--- src/rtl/pwm_motor_ctrl_pkg.sv ---
// Shared types and default parameters for the multi-channel motor PWM block.
package pwm_pkg;

  typedef enum logic [1:0] {
    RUN,
    DECEL,
    DWELL
  } ch_state_e;

  localparam int unsigned CH_DEF            = 2;
  localparam int unsigned RES_DEF           = 7;
  localparam int unsigned RAMP_STEP_DEF     = 8;
  localparam int unsigned BRAKE_PERIODS_DEF = 4;

endpackage

--- src/rtl/pwm_motor_ctrl_if.sv ---
// Setpoint/feedback bundle between the velocity controller and the PWM block.
interface pwm_motor_ctrl_if #(
  parameter int unsigned CH  = 2,
  parameter int unsigned RES = 7
);

  logic [CH*(RES+1)-1:0] setpt_in;
  logic [CH-1:0]         pwm_out;
  logic [CH-1:0]         dir_out;
  logic [CH-1:0]         at_setpt;

  modport master (
    output setpt_in,
    input  pwm_out,
    input  dir_out,
    input  at_setpt
  );

  modport slave (
    input  setpt_in,
    output pwm_out,
    output dir_out,
    output at_setpt
  );

endinterface

--- src/rtl/pwm_motor_ctrl_channel.sv ---
// One PWM channel: boundary-latched sign-magnitude target, bounded duty ramp,
// and reversal sequenced through ramp-to-zero and a coast dwell.
module pwm_channel
  import pwm_pkg::*;
#(
  parameter int unsigned RES           = RES_DEF,
  parameter int unsigned RAMP_STEP     = RAMP_STEP_DEF,
  parameter int unsigned BRAKE_PERIODS = BRAKE_PERIODS_DEF
) (
  input  logic           clk_256k,
  input  logic           rst,
  input  logic [RES-1:0] cnt_i,
  input  logic           boundary_i,
  input  logic [RES:0]   setpt_i,
  output logic           pwm_o,
  output logic           dir_o,
  output logic           at_setpt_o
);

  localparam int unsigned  DMAX       = (1 << RES) - 1;
  localparam int unsigned  STEP_C     = (RAMP_STEP > DMAX) ? DMAX : RAMP_STEP;
  localparam logic [RES:0] STEP       = STEP_C[RES:0];
  localparam logic [RES:0] DMAX_W     = {1'b0, {RES{1'b1}}};
  localparam logic [7:0]   DWELL_INIT = BRAKE_PERIODS[7:0];

  ch_state_e      state_q, state_d;
  logic [RES-1:0] duty_q, duty_d;
  logic           dir_q, dir_d;
  logic [7:0]     dwell_q, dwell_d;
  logic           tgt_dir_q, tgt_dir_d;
  logic [RES-1:0] tgt_mag_q, tgt_mag_d;
  logic           pwm_q;

  logic           new_dir;
  logic [RES-1:0] new_mag;
  logic [RES:0]   duty_w, mag_w, diff_w, ramp_w, dec_w;
  logic           rev_req;

  always_comb begin
    new_dir = setpt_i[RES];
    new_mag = setpt_i[RES-1:0];
    duty_w  = {1'b0, duty_q};
    mag_w   = {1'b0, new_mag};

    // Ramp in RES+1 bits so duty+step cannot wrap; STEP == 0 means jump.
    if (mag_w > duty_w) begin
      diff_w = mag_w - duty_w;
      ramp_w = (STEP == '0 || diff_w <= STEP) ? mag_w : duty_w + STEP;
    end else begin
      diff_w = duty_w - mag_w;
      ramp_w = (STEP == '0 || diff_w <= STEP) ? mag_w : duty_w - STEP;
    end
    dec_w   = (STEP == '0 || duty_w <= STEP) ? '0 : duty_w - STEP;
    rev_req = (new_mag != '0) && (new_dir != dir_q);

    state_d   = state_q;
    duty_d    = duty_q;
    dir_d     = dir_q;
    dwell_d   = dwell_q;
    tgt_dir_d = tgt_dir_q;
    tgt_mag_d = tgt_mag_q;

    if (boundary_i) begin
      tgt_dir_d = new_dir;
      tgt_mag_d = new_mag;
      case (state_q)
        RUN: begin
          if (rev_req) begin
            if (duty_q == '0) begin
              state_d = DWELL;
              dwell_d = DWELL_INIT;
            end else begin
              state_d = DECEL;
            end
          end else begin
            duty_d = (ramp_w > DMAX_W) ? DMAX_W[RES-1:0] : ramp_w[RES-1:0];
          end
        end
        DECEL: begin
          if (!rev_req) begin
            state_d = RUN;
          end else begin
            duty_d = dec_w[RES-1:0];
            if (dec_w == '0) begin
              state_d = DWELL;
              dwell_d = DWELL_INIT;
            end
          end
        end
        DWELL: begin
          duty_d = '0;
          // The flip uses whatever target is latched on the final dwell boundary.
          if (dwell_q <= 8'd1) begin
            dwell_d = '0;
            state_d = RUN;
            if (new_mag != '0) begin
              dir_d = new_dir;
            end
          end else begin
            dwell_d = dwell_q - 8'd1;
          end
        end
        default: state_d = RUN;
      endcase
    end
  end

  always_ff @(posedge clk_256k or posedge rst) begin
    if (rst) begin
      state_q   <= RUN;
      duty_q    <= '0;
      dir_q     <= 1'b0;
      dwell_q   <= '0;
      tgt_dir_q <= 1'b0;
      tgt_mag_q <= '0;
      pwm_q     <= 1'b0;
    end else begin
      state_q   <= state_d;
      duty_q    <= duty_d;
      dir_q     <= dir_d;
      dwell_q   <= dwell_d;
      tgt_dir_q <= tgt_dir_d;
      tgt_mag_q <= tgt_mag_d;
      pwm_q     <= (cnt_i < duty_q);
    end
  end

  assign pwm_o      = pwm_q;
  assign dir_o      = dir_q;
  assign at_setpt_o = (state_q == RUN) && (duty_q == tgt_mag_q) && (dir_q == tgt_dir_q);

endmodule

--- src/rtl/pwm_motor_ctrl.sv ---
// Multi-channel motor PWM: shared period counter, period tick, half-rate clock,
// and one pwm_channel per motor.
module pwm_motor_ctrl
  import pwm_pkg::*;
#(
  parameter int unsigned CH            = CH_DEF,
  parameter int unsigned RES           = RES_DEF,
  parameter int unsigned RAMP_STEP     = RAMP_STEP_DEF,
  parameter int unsigned BRAKE_PERIODS = BRAKE_PERIODS_DEF
) (
  input  logic             clk_256k,
  input  logic             rst,
  pwm_motor_ctrl_if.slave  motor,
  output logic             period_tick,
  output logic             clk_half_out
);

  logic [RES-1:0] cnt_q, cnt_d;
  logic           boundary;
  logic           tick_q;
  logic [CH-1:0]  pwm_w, dir_w, at_w;

  assign cnt_d    = cnt_q + RES'(1);
  assign boundary = (cnt_q == '1);

  always_ff @(posedge clk_256k or posedge rst) begin
    if (rst) begin
      cnt_q  <= '0;
      tick_q <= 1'b0;
    end else begin
      cnt_q  <= cnt_d;
      tick_q <= boundary;
    end
  end

  assign period_tick  = tick_q;
  assign clk_half_out = cnt_q[RES-1];

  for (genvar c = 0; c < CH; c++) begin : g_ch
    pwm_channel #(
      .RES           (RES),
      .RAMP_STEP     (RAMP_STEP),
      .BRAKE_PERIODS (BRAKE_PERIODS)
    ) u_ch (
      .clk_256k   (clk_256k),
      .rst        (rst),
      .cnt_i      (cnt_q),
      .boundary_i (boundary),
      .setpt_i    (motor.setpt_in[c*(RES+1) +: (RES+1)]),
      .pwm_o      (pwm_w[c]),
      .dir_o      (dir_w[c]),
      .at_setpt_o (at_w[c])
    );
  end

  assign motor.pwm_out  = pwm_w;
  assign motor.dir_out  = dir_w;
  assign motor.at_setpt = at_w;

endmodule

--- src/flat_wrapper.sv ---
// flat-port wrapper written by rule: the top's interface ports become plain ports
module pwm_motor_ctrl_flat import pwm_pkg::*;
#(
  parameter int unsigned CH            = CH_DEF,
  parameter int unsigned RES           = RES_DEF,
  parameter int unsigned RAMP_STEP     = RAMP_STEP_DEF,
  parameter int unsigned BRAKE_PERIODS = BRAKE_PERIODS_DEF
)
  (clk_256k, rst, period_tick, clk_half_out, motor_setpt_in, motor_pwm_out, motor_dir_out, motor_at_setpt);
  pwm_motor_ctrl_if #(.CH(CH), .RES(RES)) motor_i ();
  input  logic clk_256k;
  input  logic rst;
  output logic period_tick;
  output logic clk_half_out;
  input wire logic [$bits(motor_i.setpt_in)-1:0] motor_setpt_in;
  output wire logic [$bits(motor_i.pwm_out)-1:0] motor_pwm_out;
  output wire logic [$bits(motor_i.dir_out)-1:0] motor_dir_out;
  output wire logic [$bits(motor_i.at_setpt)-1:0] motor_at_setpt;
  assign motor_i.setpt_in = motor_setpt_in;
  assign motor_pwm_out = motor_i.pwm_out;
  assign motor_dir_out = motor_i.dir_out;
  assign motor_at_setpt = motor_i.at_setpt;
  pwm_motor_ctrl #(.CH(CH), .RES(RES), .RAMP_STEP(RAMP_STEP), .BRAKE_PERIODS(BRAKE_PERIODS)) u_core (.clk_256k(clk_256k), .rst(rst), .motor(motor_i), .period_tick(period_tick), .clk_half_out(clk_half_out));
endmodule
--- config.mk ---
export PLATFORM = sky130hd
export DESIGN_NAME = pwm_motor_ctrl_flat
export DESIGN_NICKNAME = d
export VERILOG_FILES = /design/src/rtl/pwm_motor_ctrl_pkg.sv /design/src/rtl/pwm_motor_ctrl_if.sv /design/src/rtl/pwm_motor_ctrl_channel.sv /design/src/rtl/pwm_motor_ctrl.sv /design/src/flat_wrapper.sv
export SDC_FILE = /design/constraint.sdc
export NUM_CORES = 1
export LEC_CHECK = 0
export ABC_AREA = 1
export BUFFER_PORTS_ARGS = -buffer_cell sky130_fd_sc_hd__buf_2
export CAP_MARGIN = 25
export CORE_ASPECT_RATIO = 0.6
export CORE_MARGIN = 5
export CORE_UTILIZATION = 40
export CTS_BUF_LIST = sky130_fd_sc_hd__clkbuf_8
export DETAILED_ROUTE_END_ITERATION = 16
export PLACE_DENSITY = 0.57
export SLEW_MARGIN = 20
export SYNTH_ARGS = -nofsm -noshare
export SYNTH_HDL_FRONTEND = slang
export SYNTH_SLANG_ARGS = --single-unit
export TNS_END_PERCENT = 20
--- constraint.sdc ---
create_clock -name clk_256k -period 3.15 [get_ports clk_256k]
set_clock_uncertainty 0.1 [all_clocks]
set_input_delay 0.1575 -clock clk_256k [delete_from_list [all_inputs] [get_ports clk_256k]]
set_output_delay 0.1575 -clock clk_256k [all_outputs]
set_load 0.02 [all_outputs]
After elaboration in Yosys (flattened, before gate mapping):

Cells that the tools add are included.

* $add $sub $neg: 11
* order comparisons: 14
* eq/ne operators: 25
* multiplexer cells: 40
* reduce and logical (&&, ||, !) cells: 24

Operators by type and width (number)
* two-way mux 8 bit: 18
* one-hot mux 8 bit (3 select lines): 2
* two-way mux 7 bit: 6
* one-hot mux 7 bit (3 select lines): 2
* <= comparator 8 x 4 -> 1 bit (second input constant): 4
* subtractor 7 x 7 -> 8 bit: 4
* != test 2 bit (second input constant): 12
* AND reduction 4 bit: 6
* two-way mux 2 bit: 10
* adder 7 x 4 -> 8 bit (second input constant): 2
* > comparator 8 x 7 -> 1 bit (second input constant): 2
* <= comparator 8 x 1 -> 1 bit (second input constant): 2
* logical NOT 8 bit: 2
* subtractor 7 x 4 -> 8 bit (second input constant): 2
* subtractor 8 x 1 -> 8 bit (second input constant): 2
* == test 7 bit: 2
* > comparator 7 bit: 2
* <= comparator 7 x 4 -> 1 bit (second input constant): 2
* logical NOT 7 bit: 2
* < comparator 7 bit: 2
* nonzero test 7 bit: 2
* one-hot mux 2 bit (3 select lines): 2
* AND reduction 6 bit: 2
* adder 7 x 1 -> 7 bit (second input constant): 1
* 9 further kinds: 21

* bits in registers: 62
* bits of input ports: 18
* output and inout bits: 8
* word-level logic and storage cells: 130

Depth between registers and ports, before layout:

Gate-level depths: netlist (run 1).

* depth after elaboration: 8
* gate-level depth with buffers: 18
* gate-level depth less buffers: 18

Cells and area by module:

Synthesis (run 1) repeated with hierarchy kept, for this count alone.

* cells, all modules: 889
* area, all modules: 6134.6 um2

Modules (own cells, without submodules)
* pwm_channel (u_core.g_ch[1].u_ch): times used 1, cells each 429, area each 2904.0 um2, seq. area each 675.6 um2
* pwm_channel (u_core.g_ch[0].u_ch): times used 1, cells each 428, area each 2896.5 um2, seq. area each 675.6 um2
* pwm_motor_ctrl: times used 1, cells each 32, area each 334.1 um2, seq. area each 200.2 um2

Worst setup path after synthesis (run 1):

No wires, ideal clock.

* path type: reg2reg
* from: reg u_core.g_ch[1].u_ch.duty_q[2]
* to: reg u_core.g_ch[1].u_ch.duty_q[0]
* setup time: 122 ps
* arrival: 1913 ps
* required time: 2928 ps
* setup slack: 1015 ps
* cell stages (with the launch flop): 15
* path buffers: 0
* clock period less this slack: 2135 ps
* cells stage by stage: dfrtp_1 -> ha_1 -> or2_1 -> nand3_1 -> nand2_1 -> nand2_1 -> nand2_1 -> nor2_8 -> nand2_4 -> nand2_2 -> nand2_2 -> clkinv_2 -> nand3_1 -> nand2_1 -> a21boi_2

* longest elaborated chain between the ends: 8
* elaborated cells between the ends (all ways): 17
* those cells by class: add/sub: 4; order compare: 5; mux: 8

Ends and longest elaborated chain
* from (decl): line pwm_motor_ctrl_channel.sv:27 `logic [RES-1:0] duty_q, duty_d;`
* from (signal assigned): line pwm_motor_ctrl_channel.sv:119 `duty_q <= duty_d;`
* subtractor 7 x 7 -> 8 bit (on tied branches): line pwm_motor_ctrl_channel.sv:50, pwm_motor_ctrl_channel.sv:47
* <= comparator 8 x 4 -> 1 bit (on tied branches): line pwm_motor_ctrl_channel.sv:51, pwm_motor_ctrl_channel.sv:48
* two-way mux 8 bit (on tied branches): line pwm_motor_ctrl_channel.sv:51, pwm_motor_ctrl_channel.sv:48
* two-way mux 8 bit: line pwm_motor_ctrl_channel.sv:46 `if (mag_w > duty_w) begin`
* > comparator 8 x 7 -> 1 bit: line pwm_motor_ctrl_channel.sv:76 `duty_d = (ramp_w > DMAX_W) ? DMAX_W[RES-1:0] : ramp_w[RES-1:0];`
* two-way mux 7 bit: line pwm_motor_ctrl_channel.sv:76
* two-way mux 7 bit: line pwm_motor_ctrl_channel.sv:68 `if (rev_req) begin`
* one-hot mux 7 bit (3 select lines) (*): line pwm_motor_ctrl_channel.sv:66 `case (state_q)`

Every way passes the cells marked *; elsewhere a longest branch is shown, timed or not. The select of a mux whose other input is x is not followed.
A chain may end at the register's enable or synchronous reset.

Worst setup path after layout (run 1):

* from: in motor_setpt_in[12]
* to: reg u_core.g_ch[1].u_ch.duty_q[6]

* longest elaborated chain between the ends: 8
* elaborated cells between the ends (all ways): 17
* those cells by class: add/sub: 2; order compare: 4; eq/ne: 2; mux: 6; reduce/logical: 3

Ends and longest elaborated chain
* from (decl): line flat_wrapper.sv:15 `input wire logic [$bits(motor_i.setpt_in)-1:0] motor_setpt_in;`
* subtractor 7 x 7 -> 8 bit (on tied branches): line pwm_motor_ctrl_channel.sv:50, pwm_motor_ctrl_channel.sv:47
* <= comparator 8 x 4 -> 1 bit (on tied branches): line pwm_motor_ctrl_channel.sv:51, pwm_motor_ctrl_channel.sv:48
* two-way mux 8 bit (on tied branches): line pwm_motor_ctrl_channel.sv:51, pwm_motor_ctrl_channel.sv:48
* two-way mux 8 bit: line pwm_motor_ctrl_channel.sv:46
* > comparator 8 x 7 -> 1 bit: line pwm_motor_ctrl_channel.sv:76
* two-way mux 7 bit: line pwm_motor_ctrl_channel.sv:76
* two-way mux 7 bit: line pwm_motor_ctrl_channel.sv:68
* one-hot mux 7 bit (3 select lines): line pwm_motor_ctrl_channel.sv:66

Parallel ways exist; a longest one is shown, timed or not. The select of a mux whose other input is x is not followed.

==> summary.md, run 1 <==
| Metric | Value |
|---|---|
| Largest net degree at the start of global routing | 63 |
| Final Hold Fails | 0 |
| Sequential share of power | 0.482 |
| Max transition margin | 0.460 |
| Worst EP required | 3.27 ns |
| Setup WS pre-CTS | 0.580 ns |
| Die H | 106 um |
| Crit. End Element | register |
| Reg clk slew, reported paths | 0.06 ns |
| Worst-path maximum fanout | 8 |
| Site Rows | 35 |
| 1st-pass router iterations | 5 |
| Mean Syn Cell Area | 6.85 um^2 |
| Die Area | 17,900 um^2 |
| Half-perimeter wire length after placement | 13,100 um |
| Core ar. | 15,200 um^2 |
| Clock Latency Late Sink | 0.34 ns |
| Final Cycle Share | 0.881 |
| Grt total ovfl | 0 |
| Slew @ Worst Pin | 0.809 ns |
| Share of cells above drive strength 1 | 0.128 |
| CP delay by family, top | simple AND/OR/NAND/NOR gates |
| Sw frac | 0.286 |
| Sequential share of the synthesized area | 0.254 |
| Part of the power in combinational logic | 0.145 |
| Gr usage total | 0.188 |
| Post-synth EDFFs | 0 |
| Hold WS | 0.0268 ns |
| Cell Area, Synth | 6100 um^2 |
| Hold Path Class | input pin to register |
| Setup crit start kind | input pin |
| Uppermost layer routed | met4 |
| Fin crit period | 2.77 ns |
| H-tree Lvls | 3 |
| Initial antenna violation count | 0 |
| Fillers | 1,629 |
| RSZ-0062 raised after global routing | false |
| Routed vias | 5,717 |
| Final core utilization | 0.435 |
| First-pass GRT wire length | 27,400 um |
| Clock sinks | 62 |
| Final antenna diode count | 0 |
| CTS tree | done |
| Distinct cells, synth | 52 |
| Net Sw Power | 472 uW |
| DRC viols | 0 |
| Max Cap Viol | 0 |
| Cells after Synth | 891 |
| WP data arrival | 2.89 ns |
| Pins Over Slew Limit | 0 |
| PD cells | 250 nW/um^2 |
| Crit path buffers/inverters | 4 |
| Routed vias/inst | 5.10 |
| Routed WL | 16,500 um |
| Status | finished, final reports clean |
| Post-synthesis async set-or-reset flop share | 1.00 |
| Yosys warns | 0 |
| Wire per inst | 14.7 um |
| Leakage | 0.00351 uW |
| Fmax | 360 MHz |
| Internal power | 1180 uW |
| DIE WIDTH | 169 um |
| Antenna viol nets, final | 0 |
| Synthesis-stage register bit count | 62 |
| CP Class | input pin to register |
| Starting Density | 0.403 |
| Wire length on met2 | 5760 um |
| Mapped Nets | 966 |
| Part of the power in the clock network | 0.373 |
| I/O Buffers | 25 |
| Nets@finish | 992 |
| Ports | 26 |
| Inserted Clock Buffers | 9 |
| Area delta synth->final | 8.10% |
| Met1 WL | 9530 um |
| Root buf cell | clkbuf_8 |
| Fin worst setup slack | 0.375 ns |
| RD Place Congestion | 0.965 |
| Final setup fails | 0 |
| CTS resizes | 0 |
| Crit path cell chain | dlygate4sd3_1 > buf_2 > inv_1 > ha_1 > nand2_1 > nor2_2 > nand3_1 > nand2_2 > nand3_4 > nor2_8 > nand2_4 > nand2_2 > nand2_2 > clkinv_2 > nand3_1 > nand2_1 > a21boi_1 |
| Final TNS setup | 0 ns |
| Slowest Stage Delay on Critical Path | 0.53 ns |
| DR iter-0 viols | 595 |
| Crit path max-delay cell type | dlygate4sd3_1 |
| Vias in the first global route | 5,164 |
| Top cell by count, worst path | nand2_2 |
| Longest Clk Path Bufs | 2 |
| Peak supply drop | 145 uV |
| Synth Flop Type | dfrtp_1 |
| WL met3 | 1110 um |
==> flip-flops by register name, summed over array words and instances, names as in the netlist <==
signal	flops
u_core.g_ch.u_ch.state_q	4
u_core.g_ch.u_ch.dir_o	2
u_core.g_ch.u_ch.duty_q	14
u_core.period_tick	1
u_core.g_ch.u_ch.tgt_mag_q	14
u_core.g_ch.u_ch.pwm_o	2
u_core.g_ch.u_ch.dwell_q	16
u_core.g_ch.u_ch.tgt_dir_q	2
u_core.cnt_q	7
==> metrics by stage <==
stage / std cells / power, uW / area, um^2
2_1_floorplan: 891 / 980 / 6100
3_3_place_gp: 1106 / 1050 / 6400
3_5_place_dp: 1106 / 1040 / 6400
4_1_cts: 1122 / 1670 / 6600
5_1_grt: 1122 / 1740 / 6600
6_report: 1122 / 1650 / 6600
==> worst register-to-register path, delay by kind of cell, from the launching register on <==
family          cells  cell delay [ns]
simple gates       11             1.32
fa+ha+maj           1             0.51
flops               1             0.48
buf+inv             1             0.09
compound gates      1             0.07
==> synthesized netlist by cell type (8+ instances only) <==
library cell,number,share of area
a21oi_1,29,0.024
buf_4,8,0.0098
dfrtp_1,62,0.25
ha_1,57,0.12
inv_1,121,0.074
inv_2,10,0.0062
nand2_1,234,0.14
nand2_2,11,0.011
nand2_4,10,0.018
nand3_1,106,0.087
nand4_1,22,0.023
nor2_1,63,0.039
nor2_4,8,0.015
o21ai_0,32,0.026
xor2_1,22,0.032
==> power by group through the flow <==
stage / registers (uW) / logic (uW) / clock network [uW]
after floorplan: 811 / 169 / 0
after global placement: 811 / 237 / 0
after detailed placement: 811 / 234 / 0
after CTS: 796 / 238 / 635
after global routing: 795 / 270 / 674
final: 796 / 239 / 616
==> worst paths after layout <==
check	from	endpoint	slack [ns]	depth (start not counted)
worst max-delay path	motor_setpt_in[12]	u_core.g_ch[1].u_ch.duty_q[6]$_DFFE_PP0P_	0.38	17
worst min-delay path	motor_setpt_in[15]	u_core.g_ch[1].u_ch.dir_o$_DFFE_PP0P_	0.03	3
worst max register to register	u_core.g_ch[1].u_ch.duty_q[4]$_DFFE_PP0P_	u_core.g_ch[1].u_ch.duty_q[6]$_DFFE_PP0P_	0.46	14
worst min register to register	u_core.cnt_q[0]$_DFF_PP0_	u_core.cnt_q[0]$_DFF_PP0_	0.40	1
max in group asynchronous	rst	u_core.g_ch[1].u_ch.duty_q[3]$_DFFE_PP0P_	1.92	4
min in group asynchronous	rst	u_core.g_ch[1].u_ch.dwell_q[2]$_DFFE_PP0P_	0.50	4
==> cell families after synthesis <==
logic type	Yosys count	share of synthesized area
XOR/XNOR	26	0.0373
AO/OA/AOI/OAI	108	0.110
flip-flops	62	0.254
multiplexers	1	0.00185
buffers and inverters	152	0.102
AND/OR/NAND/NOR	485	0.377
adder cells (fa/ha/maj)	57	0.117
==> cells in the final DEF, fill, tap and decap left out, types with 3 or more instances in the layout <==
master / Yosys / layout
nand2_1: 234 / 234
inv_1: 121 / 120
nand3_1: 106 / 106
nor2_1: 63 / 63
dfrtp_1: 62 / 62
ha_1: 57 / 57
o21ai_0: 32 / 32
a21oi_1: 29 / 29
buf_2: 4 / 25
nand4_1: 22 / 22
xor2_1: 22 / 22
inv_2: 10 / 11
nand2_2: 11 / 11
clkbuf_8: 0 / 11
nand2_4: 10 / 10
nor2_4: 8 / 8
nor3_1: 7 / 7
nor2_2: 7 / 7
o21ai_2: 7 / 7
a21boi_1: 7 / 7
a31oi_1: 5 / 5
o22ai_1: 5 / 5
xnor2_1: 4 / 4
nand3_2: 4 / 4
buf_4: 8 / 4
or2_2: 3 / 3
or2_1: 3 / 3
clkinv_2: 1 / 3
a31o_2: 3 / 3
a221oi_1: 3 / 3
o21ai_1: 3 / 3
a21boi_2: 3 / 3
dlygate4sd3_1: 0 / 3
==> repair_timing <==
item	in CTS	in global routing
hold buffers	3	0
endpoints found under the hold margin	65	0
setup buffers	0	0
==> per-layer routing <==
| layer | track usage | vias to the layer above |
|---|---|---|
| li1 | - | 2947 |
| met3 | 0.0435 | 9 |
| met2 | 0.230 | 149 |
| met1 | 0.324 | 2612 |
| met5 | 0 | - |
| met4 | 0.0241 | 0 |
==> layout make-up <==
class	count	area, um^2	share of cell area
clock buffer	11	151	0.0230
multi-input combinational	677	3930	0.596
timing repair buffer	32	185	0.0281
clock inverter	2	10.0	0.00152
sequential	62	1550	0.235
tap	203	254	0.0385
inverter	135	515	0.0782
(Power assumes the default switching activity.)
==> run 2: changes to the inputs <==
- ABC_AREA: 1 -> 0
- GPL_TIMING_DRIVEN: unset -> 1
==> run 2 against run 1 <==
Compared with the run above:
- non-clock buffer count is 27 higher
- via count is 14% lower
- first-iteration DRC count is 40% lower
- power is 1.2% higher
- largest power group unchanged
- critical path depth is 7 lower
- highest routed layer unchanged
==> summary.md, run 2 <==
| Metric | Value |
|---|---|
| Status | finished, final reports clean |
| DR iter-0 viols | 356 (-40%) |
| Cells after Synth | 652 (-27%) |
| Internal power | 1210 uW (+3.0%) |
| Longest Clk Path Bufs | 2 (unchanged) |
| Inserted Clock Buffers | 9 (unchanged) |
| Worst EP required | 3.27 ns (about the same) |
| Final core utilization | 0.454 (+0.0187) |
| Mapped Nets | 727 (-25%) |
| Routed vias | 4,919 (-14%) |
| Slew @ Worst Pin | 0.682 ns (-0.128 ns) |
| Gr usage total | 0.190 (+0.00167) |
| Pins Over Slew Limit | 0 (unchanged) |
| Fin worst setup slack | 0.0732 ns (-0.302 ns) |
| Fin crit period | 3.08 ns (+0.302 ns) |
| Area delta synth->final | 12.3% |
| Starting Density | 0.404 (+0.00174) |
| H-tree Lvls | 3 (unchanged) |
| PD cells | 272 nW/um^2 (+8.5%) |
| Routed vias/inst | 5.62 (+10%) |
| Core ar. | 13,500 um^2 (-11%) |
| Post-synthesis async set-or-reset flop share | 1.00 (unchanged) |
| Max Cap Viol | 0 (unchanged) |
| Reg clk slew, reported paths | 0.06 ns (about the same) |
| Half-perimeter wire length after placement | 12,100 um (-7.5%) |
| Clock sinks | 62 (unchanged) |
| Global-route track usage on met3 | 0.0638 (+0.0203) |
| Part of the power in the clock network | 0.367 (-0.006) |
| Most flops, register | u_core.g_ch.u_ch.dwell_q |
| DIE WIDTH | 161 um (-4.9%) |
| RSZ-0062 raised after global routing | true |
| Peak supply drop | 196 uV (+35%) |
| CP Class | register to register |
| Routed WL | 15,000 um (-9.0%) |
| GRT busiest layer | met1 |
| Met1 usage in global routing | 0.297 (-0.0270) |
| I/O Buffers | 25 (unchanged) |
| M2 GR Usage | 0.252 (+0.0227) |
| Most frequent cells after synthesis | dfrtp_1 (62), nand2_1 (58), o21ai_0 (58) |
| Die H | 101 um (-4.8%) |
| Setup crit start kind | register |
| Cell Area, Synth | 5480 um^2 (-10%) |
| Hold Path Class | input pin to register |
| Dominant cell type by area after synthesis | dfrtp_1 |
| Net Sw Power | 456 uW (-3.3%) |
| Max transition margin | 0.545 (+0.0845) |
| Fmax | 325 MHz (-9.8%) |
| Synth top area share | 0.283 (+0.0290) |
| Root buf cell | clkbuf_8 |
| Nets@finish | 771 (-22%) |
| Leakage | 0.00284 uW (-19%) |
| RD Place Congestion | 0.931 (-3.6%) |
| Commonest non-fill, non-tap cell in the layout | dfrtp_1 |
| Share of cells above drive strength 1 | 0.140 (+0.0116) |
| Max FFs per register | 16 (unchanged) |
| Synthesis-stage register bit count | 62 (unchanged) |
| Final Hold Fails | 0 (unchanged) |
| Post-synth EDFFs | 0 (unchanged) |
| WP data arrival | 3.20 ns (+0.31 ns) |
| Initial antenna violation count | 0 (unchanged) |
| Largest regs | u_core.g_ch.u_ch.dwell_q (16), u_core.g_ch.u_ch.duty_q (14), u_core.g_ch.u_ch.tgt_mag_q (14) |
| 1st-pass router iterations | 5 (unchanged) |
| CTS tree | done |
| Fillers | 1,325 (-19%) |
| Wire per inst | 17.1 um (+17%) |
| Top cells by area, synth | dfrtp_1 (28%), ha_1 (13%), o21ai_0 (5.3%) |
| Yosys warns | 0 (unchanged) |
| Grt total ovfl | 0 (unchanged) |
| Clock Latency Late Sink | 0.34 ns (about the same) |
| Final Cycle Share | 0.977 (+0.0960) |
| DRC viols | 0 (unchanged) |
| Largest net degree at the start of global routing | 33 (-48%) |
| Mean Syn Cell Area | 8.40 um^2 (+23%) |
| Sequential cell area | 1550 um^2 (about the same) |
| Synth Flop Type | dfrtp_1 |
| Worst-path maximum fanout | 7 (-1) |
| Setup WS pre-CTS | 0.0782 ns (-0.502 ns) |
| Crit. End Element | register |
| Vias in the first global route | 4,657 (-9.8%) |
| Antenna viol nets, final | 0 (unchanged) |
| Sw frac | 0.273 (-0.0127) |
| Part of the power in combinational logic | 0.156 (+0.011) |
| Final setup fails | 0 (unchanged) |
| Most frequent cells in the layout | dfrtp_1 (61), nand2_1 (58), o21ai_0 (58) |
| Post-CTS Setup Repair Bufs | 0 (unchanged) |
| Sequential share of the synthesized area | 0.283 (+0.0290) |
| Sequential share of power | 0.477 (-0.005) |
| Ports | 26 (unchanged) |
| First-pass GRT wire length | 24,600 um (-10%) |
| Site Rows | 33 (-5.7%) |
| Most common cell in the netlist | dfrtp_1 |
| Distinct cells, synth | 75 (+44%) |
| Multi-input logic area | 3630 um^2 (-7.5%) |
| Die Area | 16,200 um^2 (-9.5%) |
==> run 2: through the flow <==
step | power [uW] | cells | TNS (ns) | instance area, um^2 | hold WS (ns)
4_1_cts | 1690 | 875 | 0 | 6120 | 0.0195
3_5_place_dp | 1060 | 857 | 0 | 5930 | 0.204
6_report | 1670 | 876 | 0 | 6150 | 0.0385
2_1_floorplan | 986 | 652 | 0 | 5480 | 0.163
3_3_place_gp | 1060 | 857 | 0 | 5930 | 0.208
5_1_grt | 1760 | 875 | -0.0362 | 6150 | 0.0525
==> run 2: path summary, 6_finish.rpt <==
path | startpoint | end | depth (start not counted) | slack, ns
worst max-delay path | u_core.g_ch[1].u_ch.duty_q[0]$_DFFE_PP0P_ | u_core.g_ch[1].u_ch.duty_q[5]$_DFFE_PP0P_ | 10 | 0.07
worst min-delay path | motor_setpt_in[9] | u_core.g_ch[1].u_ch.tgt_mag_q[1]$_DFFE_PP0P_ | 3 | 0.04
worst max register to register | u_core.g_ch[1].u_ch.duty_q[0]$_DFFE_PP0P_ | u_core.g_ch[1].u_ch.duty_q[5]$_DFFE_PP0P_ | 10 | 0.07
worst min register to register | u_core.g_ch[0].u_ch.dwell_q[4]$_DFFE_PP0P_ | u_core.g_ch[0].u_ch.dwell_q[4]$_DFFE_PP0P_ | 2 | 0.37
max in group asynchronous | rst | u_core.g_ch[1].u_ch.dwell_q[7]$_DFFE_PP0P_ | 4 | 1.90
min in group asynchronous | rst | u_core.g_ch[1].u_ch.dwell_q[4]$_DFFE_PP0P_ | 3 | 0.35
==> run 2: cell families (layout without fill, tap and decap cells) <==
family	count (synthesis)	after routing	synth area share
and+or+nand+nor	214	214	0.199
AOI/OAI and AO/OA	202	202	0.260
buffers and inverters	75	123	0.0569
DFF	62	62	0.283
adders and majority gates	57	57	0.130
xor gates and xnor gates	33	33	0.0528
muxes	9	9	0.0169
other	0	1	0
==> run 2: final cells by class <==
class,count,share of cell area
clock buffer,11,0.0246
sequential,62,0.253
clock inverter,4,0.00265
tap,175,0.0356
timing repair buffer,59,0.0631
multi-input combinational,515,0.591
antenna,1,0.000407
inverter,49,0.0299
==> run 2: worst max-delay path, cell delays in order (launching register included) <==
cell,delay [ns]
dfrtp_1,0.46
inv_1,0.17
ha_1,0.24
nor2b_4,0.06
o31a_4,0.30
or4_4,0.51
a31o_2,0.29
o211ai_2,0.21
o32ai_4,0.16
a2111oi_4,0.38
a21oi_2,0.08
==> run 2: layer usage <==
layer  share of wire  wire length (um)  up-vias
met2            0.37              5610      158
met4          0.0051                77        0
met3           0.091              1360       11
met1            0.53              7940     2310
li1                -                 -     2440
met5               0                 0        -
==> run 2: timing repair <==
action | CTS | global route
hold buffers | 3 | 0
resized for setup | 0 | 4
hold endpoints to repair | 34 | 0
setup endpoints to repair | 0 | 8
==> run 2: power by group through the flow <==
stage	Sequential, uW	Clock, uW	Combinational, uW
after floorplan	813	0	174
after detailed placement	813	0	250
after global placement	813	0	250
after global routing	797	675	285
after CTS	798	642	254
final	798	613	260
==> run 3: changes to the inputs <==
- CORE_UTILIZATION: 40 -> 45
- PLACE_DENSITY: 0.57 -> 0.62
==> run 3 against run 2 <==
Compared with the run above:
- non-clock buffer count grew 3
- wire length grew 0.31%
- core utilization grew 5.9 points
- highest routed layer unchanged
- largest cell class unchanged
- worst hold slack lost 0.0015 ns
- clock power grew 3.6%
- register-to-register slack gained 0.02 ns
- critical path depth grew 1
- via count grew 1.6%
- die area shrank 10%
- first-iteration DRC count grew 22%
- global-route usage grew 2.1 points
- clock-buffer cell count shrank 2
==> summary.md, run 3 (synthesis gave the netlist of run 2 again) <==
| Metric | Value |
|---|---|
| Worst EP required | 3.28 ns (about the same) |
| Clock Latency Late Sink | 0.35 ns (about the same) |
| WP data arrival | 3.19 ns (about the same) |
| I/O Buffers | 25 (unchanged) |
| Final instance area | 6150 um^2 (about the same) |
| Die Area | 14,500 um^2 (-10%) |
| Final Hold Fails | 0 (unchanged) |
| Peak supply drop | 197 uV (+0.32%) |
| Routed vias | 4,999 (+1.6%) |
| Reg clk slew, reported paths | 0.08 ns (+0.02 ns) |
| Most flops, register | u_core.g_ch.u_ch.dwell_q |
| Routed WL | 15,000 um (+0.31%) |
| Worst reg2reg path endpoint | u_core.g_ch[0].u_ch.duty_q[3]$_DFFE_PP0P_ |
| Final core utilization | 0.513 (+0.0591) |
| R2R depth | 11 (+1) |
| DR iter-0 viols | 434 (+22%) |
| Hold Path Class | input pin to register |
| Fin worst setup slack | 0.0958 ns (+0.0226 ns) |
| CTS tree | done |
| Site Rows | 31 (-6.1%) |
| Largest regs | u_core.g_ch.u_ch.dwell_q (16), u_core.g_ch.u_ch.duty_q (14), u_core.g_ch.u_ch.tgt_mag_q (14) |
| Root buf cell | clkbuf_8 |
| Fmax | 327 MHz (+0.74%) |
| Hold Path End | u_core.g_ch[0].u_ch.tgt_mag_q[3]$_DFFE_PP0P_ |
| H-tree Lvls | 3 (unchanged) |
| Setup WS pre-CTS | 0.111 ns (+0.0325 ns) |
| DIE WIDTH | 152 um (-5.4%) |
| Final Power | 1690 uW (+1.3%) |
| Inserted Clock Buffers | 9 (unchanged) |
| Crit. End Element | register |
| Largest net degree at the start of global routing | 38 (+15%) |
| 1st-pass router iterations | 5 (unchanged) |
| Worst-path maximum fanout | 6 (-1) |
| Commonest non-fill, non-tap cell in the layout | dfrtp_1 |
| Hold WS | 0.0370 ns (-0.00148 ns) |
| Most frequent cells in the layout | dfrtp_1 (62), nand2_1 (58), o21ai_0 (58) |
| Routed vias/inst | 5.75 (+2.4%) |
| Post-CTS Setup Repair Bufs | 0 (unchanged) |
| RSZ-0062 raised after global routing | true |
| Reg2Reg Launch Point | u_core.g_ch[0].u_ch.duty_q[1]$_DFFE_PP0P_ |
| Area delta synth->final | 12.3% (about the same) |
| Share of cells above drive strength 1 | 0.146 (+0.00631) |
| Setup crit start kind | register |
| Worst Hold Path Cells | 3 (unchanged) |
| Final setup fails | 0 (unchanged) |
| Wire per inst | 17.3 um (+1.1%) |
| Antenna viol nets, final | 0 (unchanged) |
| First-pass GRT wire length | 24,400 um (-0.53%) |
| R2R Setup Slk | 0.1 ns (+0.02 ns) |
| Max FFs per register | 16 (unchanged) |
| Ports | 26 (unchanged) |
| DRC viols | 0 (unchanged) |
| Gr usage total | 0.210 (+0.0209) |
| Status | finished, final reports clean |
| Final Cycle Share | 0.970 (-0.00717) |
| Half-perimeter wire length after placement | 12,000 um (-0.60%) |
| Nets@finish | 774 (+0.39%) |
| Max transition margin | 0.481 (-0.0639) |
| Leakage | 0.00284 uW (+0.21%) |
| Core ar. | 12,000 um^2 (-12%) |
| Vias in the first global route | 4,713 (+1.2%) |
| Initial antenna violation count | 0 (unchanged) |
| Final antenna diode count | 0 (-1) |
| CP Class | register to register |
| Die H | 95.5 um (-5.2%) |
| Placed Instance Area | 5940 um^2 (+0.17%) |
| PD cells | 275 nW/um^2 (+1.3%) |
| Hold_sp | motor_setpt_in[3] |
| Starting Density | 0.457 (+0.0526) |
| Slew @ Worst Pin | 0.777 ns (+0.0957 ns) |
| Longest Clk Path Bufs | 2 (unchanged) |
| Max Cap Viol | 0 (unchanged) |
| Pins Over Slew Limit | 0 (unchanged) |
| Grt total ovfl | 0 (unchanged) |
| RD Place Congestion | 0.964 (+3.6%) |
| Fin crit period | 3.05 ns (-0.0226 ns) |
| Clock sinks | 62 (unchanged) |
==> run 3: cell count changes in the layout (fill, tap and decap cells not counted), moves of 2 or more <==
cell	change
buf_4	+3
clkinv_4	+3
inv_1	-3
clkbuf_8	-2
clkinvlp_4	+2
nor3_2	-2
==> run 3: worst max-delay path: stages, from the launching register on <==
cell,delay [ns]
dfrtp_1,0.47
ha_1,0.34
nor2b_1,0.17
o21a_1,0.19
o21a_1,0.17
o32ai_1,0.55
buf_4,0.22
nor3_1,0.05
a21oi_1,0.13
buf_4,0.18
mux2i_1,0.26
a2bb2oi_1,0.12
==> run 3: layout make-up <==
cell class / count / area (um^2)
Inverter: 49 / 184
Tap cell: 165 / 206
Sequential cell: 62 / 1550
Fill cell: 1137 / 5840
Clock buffer: 9 / 124
Timing Repair Buffer: 62 / 410
Multi-Input combinational cell: 515 / 3620
Clock inverter: 7 / 51.3
==> run 3: worst max path at each step <==
stage                     depth (start not counted)                                        end                                 startpoint  slack, ns
after global routing                              9  u_core.g_ch[0].u_ch.duty_q[0]$_DFFE_PP0P_  u_core.g_ch[0].u_ch.duty_q[1]$_DFFE_PP0P_      -0.03
after CTS                                        10  u_core.g_ch[1].u_ch.duty_q[5]$_DFFE_PP0P_  u_core.g_ch[1].u_ch.duty_q[0]$_DFFE_PP0P_       0.11
after global placement                           11  u_core.g_ch[0].u_ch.duty_q[3]$_DFFE_PP0P_  u_core.g_ch[0].u_ch.duty_q[1]$_DFFE_PP0P_       0.19
final                                            11  u_core.g_ch[0].u_ch.duty_q[3]$_DFFE_PP0P_  u_core.g_ch[0].u_ch.duty_q[1]$_DFFE_PP0P_        0.1
after floorplan                                   9  u_core.g_ch[1].u_ch.duty_q[5]$_DFFE_PP0P_  u_core.g_ch[1].u_ch.duty_q[1]$_DFFE_PP0P_       0.26
after detailed placement                         10  u_core.g_ch[1].u_ch.duty_q[5]$_DFFE_PP0P_  u_core.g_ch[1].u_ch.duty_q[0]$_DFFE_PP0P_       0.11
==> run 3: repair_timing <==
item                                    4_1_cts  5_1_grt
hold buffers                                  3        0
hold endpoints to repair                     39        0
resized for setup                             0        2
endpoints found under the setup margin        0        6
==> run 3: stage by stage <==
step           cells  TNS, ns
2_1_floorplan    652        0
3_3_place_gp     850        0
3_5_place_dp     850        0
4_1_cts          869        0
5_1_grt          869  -0.0284
6_report         869        0
==> run 3: routing by layer <==
metal / GRT usage / part of all wire / up-vias
met4: 0.0400 / 0.0073 / 0
li1: - / - / 2445
met3: 0.0526 / 0.070 / 13
met1: 0.331 / 0.54 / 2376
met2: 0.287 / 0.39 / 165
met5: 0 / 0 / -
==> run 3: power by group <==
group / leakage (uW) / internal, uW / switching, uW / total (uW)
Sequential: 0.000745 / 796 / 1.09 / 797
Clock: 0.0000852 / 286 / 349 / 635
Combinational: 0.00201 / 102 / 158 / 260
Total: 0.00284 / 1180 / 508 / 1690
